===== config.mk =====
export PLATFORM = sky130hd
export DESIGN_NAME = and_gate_selftest_ctrl
export DESIGN_NICKNAME = d
export VERILOG_FILES = /design/src/rtl/and_gate_selftest_ctrl_pkg.sv /design/src/rtl/and_gate_selftest_ctrl_settle_timer.sv /design/src/rtl/and_gate_selftest_ctrl.sv
export SDC_FILE = /design/constraint.sdc
export NUM_CORES = 1
export LEC_CHECK = 0
export CORE_ASPECT_RATIO = 1.25
export CORE_MARGIN = 3
export CORE_UTILIZATION = 45
export DETAILED_ROUTE_END_ITERATION = 6
export GPL_TIMING_DRIVEN = 0
export PLACE_DENSITY = 0.66
export SLEW_MARGIN = 10
export SYNTH_ARGS = -nofsm -noshare
export SYNTH_HDL_FRONTEND = slang
export SYNTH_SLANG_ARGS = --single-unit

===== constraint.sdc =====
create_clock -name clk -period 2.2 [get_ports clk]
set_input_delay 0.22 -clock clk [delete_from_list [all_inputs] [get_ports clk]]
set_output_delay 0.22 -clock clk [all_outputs]
set_load 0.05 [all_outputs]

===== src/rtl/and_gate_selftest_ctrl_pkg.sv =====
// Shared definitions for the AND-gate self-test sequencer: state encodings,
// vector order and the reference AND function.
package and_gate_selftest_ctrl_pkg;

    typedef enum logic [2:0] {
        ST_IDLE   = 3'd0,
        ST_DRIVE  = 3'd1,
        ST_SETTLE = 3'd2,
        ST_CHECK  = 3'd3,
        ST_DONE   = 3'd4
    } state_t;

    // Vectors are walked as {a,b} = 00, 01, 10, 11
    localparam logic [1:0] VEC_FIRST = 2'b00;
    localparam logic [1:0] VEC_LAST  = 2'b11;

    localparam int CNT_W = 4;

    function automatic logic expected_and(input logic [1:0] vec);
        return vec[1] & vec[0];
    endfunction

endpackage


===== src/rtl/and_gate_selftest_ctrl_settle_timer.sv =====
// Loadable down-counter that marks the last cycle of the settle window.
module and_gate_selftest_ctrl_settle_timer
    import and_gate_selftest_ctrl_pkg::*;
(
    input  logic             clk,
    input  logic             rst,
    input  logic             load,
    input  logic [CNT_W-1:0] value,
    output logic             expired
);

    logic [CNT_W-1:0] cnt;

    always_ff @(posedge clk or posedge rst) begin
        if (rst) begin
            cnt <= '0;
        end else if (load) begin
            cnt <= value;
        end else if (cnt != '0) begin
            cnt <= cnt - CNT_W'(1);
        end
    end

    // Terminal count is 1 so the settle state lasts exactly the loaded value
    assign expired = (cnt <= CNT_W'(1));

endmodule


===== src/rtl/and_gate_selftest_ctrl.sv =====
// Hardware self-test sequencer: sweeps a two-input AND gate through all
// input vectors, checks its output and reports fail/error count.
module and_gate_selftest_ctrl
    import and_gate_selftest_ctrl_pkg::*;
#(
    parameter int SETTLE_CYC = 2,
    parameter int PASSES     = 2,
    parameter int ERR_W      = 4
) (
    input  logic             clk,
    input  logic             rst,
    input  logic             start,
    input  logic             abort,
    input  logic             and_i,
    output logic             a_o,
    output logic             b_o,
    output logic             busy,
    output logic             done,
    output logic             fail,
    output logic [ERR_W-1:0] err_cnt,
    output logic [1:0]       first_fail_vec
);

    // state    | meaning
    // IDLE     | waiting for start, gate inputs held low
    // DRIVE    | register the next vector onto a_o/b_o, load settle timer
    // SETTLE   | wait SETTLE_CYC cycles for the gate output to settle
    // CHECK    | compare and_i against the expected AND, advance vector/pass
    // DONE     | one-cycle done pulse, then back to IDLE

    localparam logic [CNT_W-1:0] SETTLE_V  = CNT_W'(SETTLE_CYC);
    localparam logic [3:0]       PASS_LAST = 4'(PASSES - 1);

    state_t     state;
    logic [1:0] vec;
    logic [3:0] pass_cnt;
    logic       timer_load;
    logic       timer_expired;
    logic       mismatch;

    assign timer_load = (state == ST_DRIVE);
    assign mismatch   = (and_i != expected_and({a_o, b_o}));

    and_gate_selftest_ctrl_settle_timer u_settle_timer (
        .clk     (clk),
        .rst     (rst),
        .load    (timer_load),
        .value   (SETTLE_V),
        .expired (timer_expired)
    );

    always_ff @(posedge clk or posedge rst) begin
        if (rst) begin
            state          <= ST_IDLE;
            vec            <= VEC_FIRST;
            pass_cnt       <= '0;
            a_o            <= 1'b0;
            b_o            <= 1'b0;
            busy           <= 1'b0;
            done           <= 1'b0;
            fail           <= 1'b0;
            err_cnt        <= '0;
            first_fail_vec <= 2'b00;
        end else begin
            done <= 1'b0;
            // Abort outranks every state action, including the CHECK update
            if (abort && state != ST_IDLE) begin
                state <= ST_IDLE;
                a_o   <= 1'b0;
                b_o   <= 1'b0;
                busy  <= 1'b0;
            end else begin
                case (state)
                    ST_IDLE: begin
                        if (start && !abort) begin
                            fail           <= 1'b0;
                            err_cnt        <= '0;
                            first_fail_vec <= 2'b00;
                            vec            <= VEC_FIRST;
                            pass_cnt       <= '0;
                            busy           <= 1'b1;
                            state          <= ST_DRIVE;
                        end
                    end
                    ST_DRIVE: begin
                        a_o   <= vec[1];
                        b_o   <= vec[0];
                        state <= (SETTLE_V == '0) ? ST_CHECK : ST_SETTLE;
                    end
                    ST_SETTLE: begin
                        if (timer_expired) begin
                            state <= ST_CHECK;
                        end
                    end
                    ST_CHECK: begin
                        if (mismatch) begin
                            fail <= 1'b1;
                            if (err_cnt != '1) begin
                                err_cnt <= err_cnt + ERR_W'(1);
                            end
                            if (!fail) begin
                                first_fail_vec <= {a_o, b_o};
                            end
                        end
                        if (vec == VEC_LAST && pass_cnt == PASS_LAST) begin
                            state <= ST_DONE;
                            done  <= 1'b1;
                            a_o   <= 1'b0;
                            b_o   <= 1'b0;
                        end else begin
                            vec <= vec + 2'd1;
                            if (vec == VEC_LAST) begin
                                pass_cnt <= pass_cnt + 4'd1;
                            end
                            state <= ST_DRIVE;
                        end
                    end
                    ST_DONE: begin
                        state <= ST_IDLE;
                        busy  <= 1'b0;
                    end
                    default: begin
                        state <= ST_IDLE;
                        busy  <= 1'b0;
                        a_o   <= 1'b0;
                        b_o   <= 1'b0;
                    end
                endcase
            end
        end
    end

endmodule


# --- Word level (Yosys, flattened, before mapping) ---
# Index checks and enable logic that the tools add are counted.
# Widths: inputs -> output; s select.
totals:
  ff_bits: 24
  out_inout_bits: 11
  wordCells: 90
op_classes:
  addsub: 4
  magnitude_cmp: 1
  n_eq_ne: 19
  muxes: 34
  n_bitwise: 2
  n_reduce_logical: 19
ops:
  columns: ["cell", "n"]
  rows:
  - ["$mux 4", 7]
  - ["$pmux 4 s2", 2]
  - ["$reduce_and 5->1", 3]
  - ["$mux 3", 4]
  - ["$ne 2x2->1 const B", 6]
  - ["$pmux 3 s4", 1]
  - ["$mux 1", 10]
  - ["$ne 3x3->1 const B", 3]
  - ["$add 4x1->4 const B", 2]
  - ["$mux 2", 4]
  - ["$pmux 2 s2", 2]
  - ["$reduce_and 4->1", 2]
  - ["$eq 3x2->1 const B", 2]
  - ["$pmux 1 s3", 2]
  - ["$reduce_and 2->1", 3]
  - ["$reduce_or 3->1", 2]
  - ["$eq 4x1->1 const B", 1]
  - ["$le 4x1->1 const B", 1]
  - ["$ne 2x1->1 const B", 2]
  - ["$ne 4x4->1 const B", 1]
  - ["$pmux 1 s2", 2]
  - ["$reduce_bool 2->1", 2]
  - ["$reduce_bool 4->1", 1]
  - ["$sub 4x1->4 const B", 1]
  - ["other kinds (11)", 13]

# --- Depth between registers and ports, before layout ---
logic_depth:
  ltp_word: 5
  ltp_mapped: 6
  mapped_depth_nobuf: 6

# --- Cells and area by module ---
# A second synthesis with hierarchy kept.
hier_totals:
  cells_unflattened: 145
  area_unflattened_um2: 1378.8
by_module_without_submodules:
  columns: ["mod", "n_inst", "cells_per_inst", "area_per_inst_um2", "seq_area_each_um2"]
  rows:
  - ["and_gate_selftest_ctrl", 1, 119, 1123.6, 500.5]
  - ["and_gate_selftest_ctrl_settle_timer", 1, 26, 255.2, 100.1]

# --- Worst setup path before layout ---
# OpenSTA, ideal clock, no wires.
synth_path:
  path_type: "reg-to-reg"
  start: "register err_cnt[0]"
  end: "register err_cnt[0]"
  arrival_time_ps: 1600
  t_required_ps: 2075
  path_slack_ps: 475
  stages_incl_launch_ff: 6
  path_buffers: 0
  synth_period_minus_slack_ps: 1725
  path_cell_list: "dfrtp_1 > ha_1 > nand3_1 > o211ai_4 > a21oi_4 > mux2_4"
synth_via:
  elab_chain_cells: 4
synth_lines:
  columns: ["item", "line_no", "rtl"]
  rows:
  - ["from (decl)", "and_gate_selftest_ctrl.sv:20", "output logic [ERR_W-1:0] err_cnt,"]
  - ["from (signal assigned)", "and_gate_selftest_ctrl.sv:99", "err_cnt <= err_cnt + ERR_W'(1);"]
  - ["$add 4x1->4", "and_gate_selftest_ctrl.sv:99", null]
  - ["$mux 4", "and_gate_selftest_ctrl.sv:98", "if (err_cnt != '1) begin"]
  - ["$mux 4", "and_gate_selftest_ctrl.sv:96", "if (mismatch) begin"]
  - ["$pmux 4 s2", "and_gate_selftest_ctrl.sv:73", "case (state)"]
# Several ways; a longest one is shown, not always the timed one. The select of a mux whose other input is x is not followed.
# A chain may end at the register's enable or synchronous reset.

# --- Final worst setup path ---
layout_path:
  start: "register b_o"
  end: "output port b_o"
layout_lines:
  columns: ["item", "line_no", "rtl"]
  rows:
  - ["from (decl)", "and_gate_selftest_ctrl.sv:16", "output logic b_o,"]
  - ["from (signal assigned)", "and_gate_selftest_ctrl.sv:87", "b_o <= vec[0];"]
# No word-level cell between the ends.

==> summary.md <==
| Metric | Value |
|---|---|
| Outcome | `complete, no violations` |
| Cells after Synth | `approximately 130` |
| RSZ-0062 raised after global routing | `no` |
| Setup TNS | `0 ps` |
| Clock Sinks | `24` |
| ANT cells | `0` |
| Pwr dens | `approximately 840 nW/um^2` |
| Leak pwr | `a little under 0.7 nW` |
| RD Place Congestion | `0.782` |
| TritonCTS clock tree | `yes` |
| Setup bufs post-CTS | `0` |
| IR drop worst, VDD | `approximately 0.55 mV` |
| CP required | `around 2000 ps` |
| Syn nets | `approximately 140` |
| Synth warn | `0` |
| Boundary pin count | `16` |
| Pre-antenna DRT Iters | `4` |
| Unique cell type count in the Yosys netlist | `46` |
| Num CTS Buffers | `3` |
| Synth Cell Area | `around 1400 um^2` |
| Max_cap viols | `0` |
| Vias in the first global route | `964` |
| Largest net degree at the start of global routing | `25` |
| Area post-placement | `~1600 um^2` |
| Actual slew at the worst max-slew pin | `about 900 ps` |
| Row Count | `21` |
| Initial core utilization | `49.1%` |
| Min-delay worst type | `in -> async` |
| Startpoint types | `flip-flop` |
| Total track usage | `between 10% and 20%` |
| Die Width | `approximately 56 um` |
| Net Switching | `~0.00052 W` |
| Final net count | `157` |
| Die height | `around 68 um` |
| Setup violators final | `0` |
| Grt ovf | `0` |
| Sw frac | `around 39%` |
| Crit-path slowest cell | `clkdlybuf4s50_1` |
| Cell-internal power | `0.000824 W` |
| Detailed-route via count | `approximately 990` |
| Mean area per synthesized cell | `11.0 um^2` |
| Clk pwr share | `between 10% and 20%` |
| Area grow syn2layout | `15.6%` |
| Yosys reg bits | `24` |
| Layout cells sized above 1 | `between 15 and 20%` |
| Cts hold-fix bufs | `0` |
| Initial antenna violation count | `0` |
| Cells after DPL | `roughly 180` |
| WP data arrival | `approximately 1600 ps` |
| I/O Buffers | `15` |
| Routed WL per cell | `roughly 14 um` |
| FF-to-FF path depth | `5` |
| Fin crit share | `a little over four fifths` |
| Reg2reg start | `vec[0]$_DFFE_PP0P_` |
| R2r setup slk | `590 ps` |
| Critical path cell sequence | `clkdlybuf4s50_1` |
| Clk slew on worst S/H paths | `130 ps` |
| Register area share after synthesis | `between 40% and 50%` |
| Worst clock skew | `8.33 ps` |
| Worst path bufs/invs | `1` |
| Tmin final | `1860 ps` |
| Avg Vias per Cell | `5.53` |
| Fmax | `approximately 540 MHz` |
| H-tree depth | `1` |
| Slew Limit Fails | `0` |
| R2R Path End | `state[0]$_DFFE_PP0P_` |
| DPL Wire Length | `between 1500 and 2000 um` |
| Comb power frac | `41.4%` |
| Cell accounting for the most synthesized area | `dfrtp_1` |
| Critical path's top delay family | `buffers and inverters` |
| Endpoints failing hold | `0` |
| Final core occ | `56.8%` |
| Max transition margin | `between 30% and 40%` |
| First DRT Iteration DRCs | `45` |
| Top-area cell type share of the netlist area | `a little over two fifths` |
| Worst-path maximum fanout | `5` |
| First-pass GRT wire length | `approximately 4400 um` |
| CTS root buf | `clkbuf_4` |
| Crit end category | `primary output` |
| Max incr delay on CP | `approximately 850 ps` |
| Die ar. | `~3800 um^2` |
| Area contributors post-synth | `dfrtp_1, ha_1, mux2i_1` |
| Finished Layout Cells | `around 180` |
| Final Cell Area | `1600 um^2` |
| Post-CTS resize count | `0` |
| Final WL | `about 2500 um` |
| Routed Antenna Nets | `0` |
| Clk Latency, worst-skew pair | `310 ps` |
| Flop pwr share | `between 40% and 50%` |
| DRC violations left | `0` |
| Core Box Area | `2810 um^2` |
| Critical path class | `reg -> out` |
| Deepest clock path buffer count | `2` |
sequential cells by signal, summed over array words and instances (netlist names):
signal and flops:
vec 2, first_fail_vec 2, fail 1, b_o 1
pass_cnt 4, err_cnt 4, done 1, u_settle_timer.cnt 4
busy 1, state 3, a_o 1
through the flow:
stage          setup WS [ps]  total power (W)  hold slack [ps]
2_1_floorplan            475          0.00104              235
3_3_place_gp             429          0.00115              486
3_5_place_dp             421          0.00118              494
4_1_cts                  338          0.00136              427
5_1_grt                  297          0.00144              496
6_report                 341          0.00135              389
power groups by stage:
stage                     clock network (W)  logic [W]  registers, W
after global routing               0.000210   0.000618      0.000615
after CTS                          0.000193   0.000567      0.000603
after detailed placement                  0   0.000566      0.000612
final                              0.000187   0.000558      0.000603
after floorplan                           0   0.000348      0.000688
after global placement                    0   0.000545      0.000605
layout make-up:
cell class,count,area [um^2]
Fill cell,244,1210
Clock buffer,3,22.5
Buffer,4,38.8
Timing Repair Buffer,15,150
Multi-Input combinational cell,90,712
Tap cell,34,42.5
Sequential cell,24,601
Inverter,8,30.0
placed cells by master, fill, tap and decap left out, types with 3 or more instances in the layout:
master,count
clkbuf_4,3
a21oi_1,7
nor2_1,9
ha_1,6
xnor2_1,4
inv_1,8
nand2_1,6
nand2b_1,3
nand3_1,4
nor3_1,3
and2_1,3
clkdlybuf4s50_1,15
buf_6,3
dfrtp_1,24
mux2i_1,5
cells in the mapped netlist, drive strengths merged:
cell type,count
mux2,1
nor4,2
dfrtp,24
nor2,10
a21oi,8
nor3b,2
nand3b,2
a22oi,1
nor3,3
o2bb2ai,2
mux2i,5
and4bb,2
nand3,5
or3,1
a21o,1
nand2b,3
nor2b,2
o22ai,1
o21a,3
and2,5
ha,6
a211oi,2
nand2,6
a21boi,1
nand4bb,1
o211ai,1
a32oi,2
o31a,1
buf,4
inv,8
xnor2,4
o21ai,2
nand4,2
a211o,1
and3b,2
how the worst max path moves through the flow:
stage / start / to / slack, ps / depth (start not counted)
after global routing: b_o$_DFFE_PP0P_ / b_o / 300 / 1
after floorplan: err_cnt[0]$_DFFE_PP0P_ / err_cnt[0]$_DFFE_PP0P_ / 480 / 5
after global placement: abort / err_cnt[3]$_DFFE_PP0P_ / 430 / 6
final: b_o$_DFFE_PP0P_ / b_o / 340 / 1
after CTS: b_o$_DFFE_PP0P_ / b_o / 340 / 1
after detailed placement: abort / err_cnt[3]$_DFFE_PP0P_ / 420 / 6
cell families (layout without fill, tap and decap cells):
logic type	count (synthesis)	in the layout	share of synthesized area [%]
buffers and inverters	12	30	4.98
AOI/OAI and AO/OA	26	26	16.8
muxes	6	6	4.71
DFF	24	24	43.5
and+or+nand+nor	48	48	22.1
adders and majority gates	6	6	5.43
xor gates and xnor gates	4	4	2.54
per-layer routing:
layer  wire length (um)  track usage [%]  vias to the layer above
met2               1160             24.4                       15
met1               1170             19.0                      478
met4                 35             6.08                        0
met5                  0                0                        -
met3                 88             2.08                        4
li1                   -                -                      488
Power figures use the tool's default switching activity.
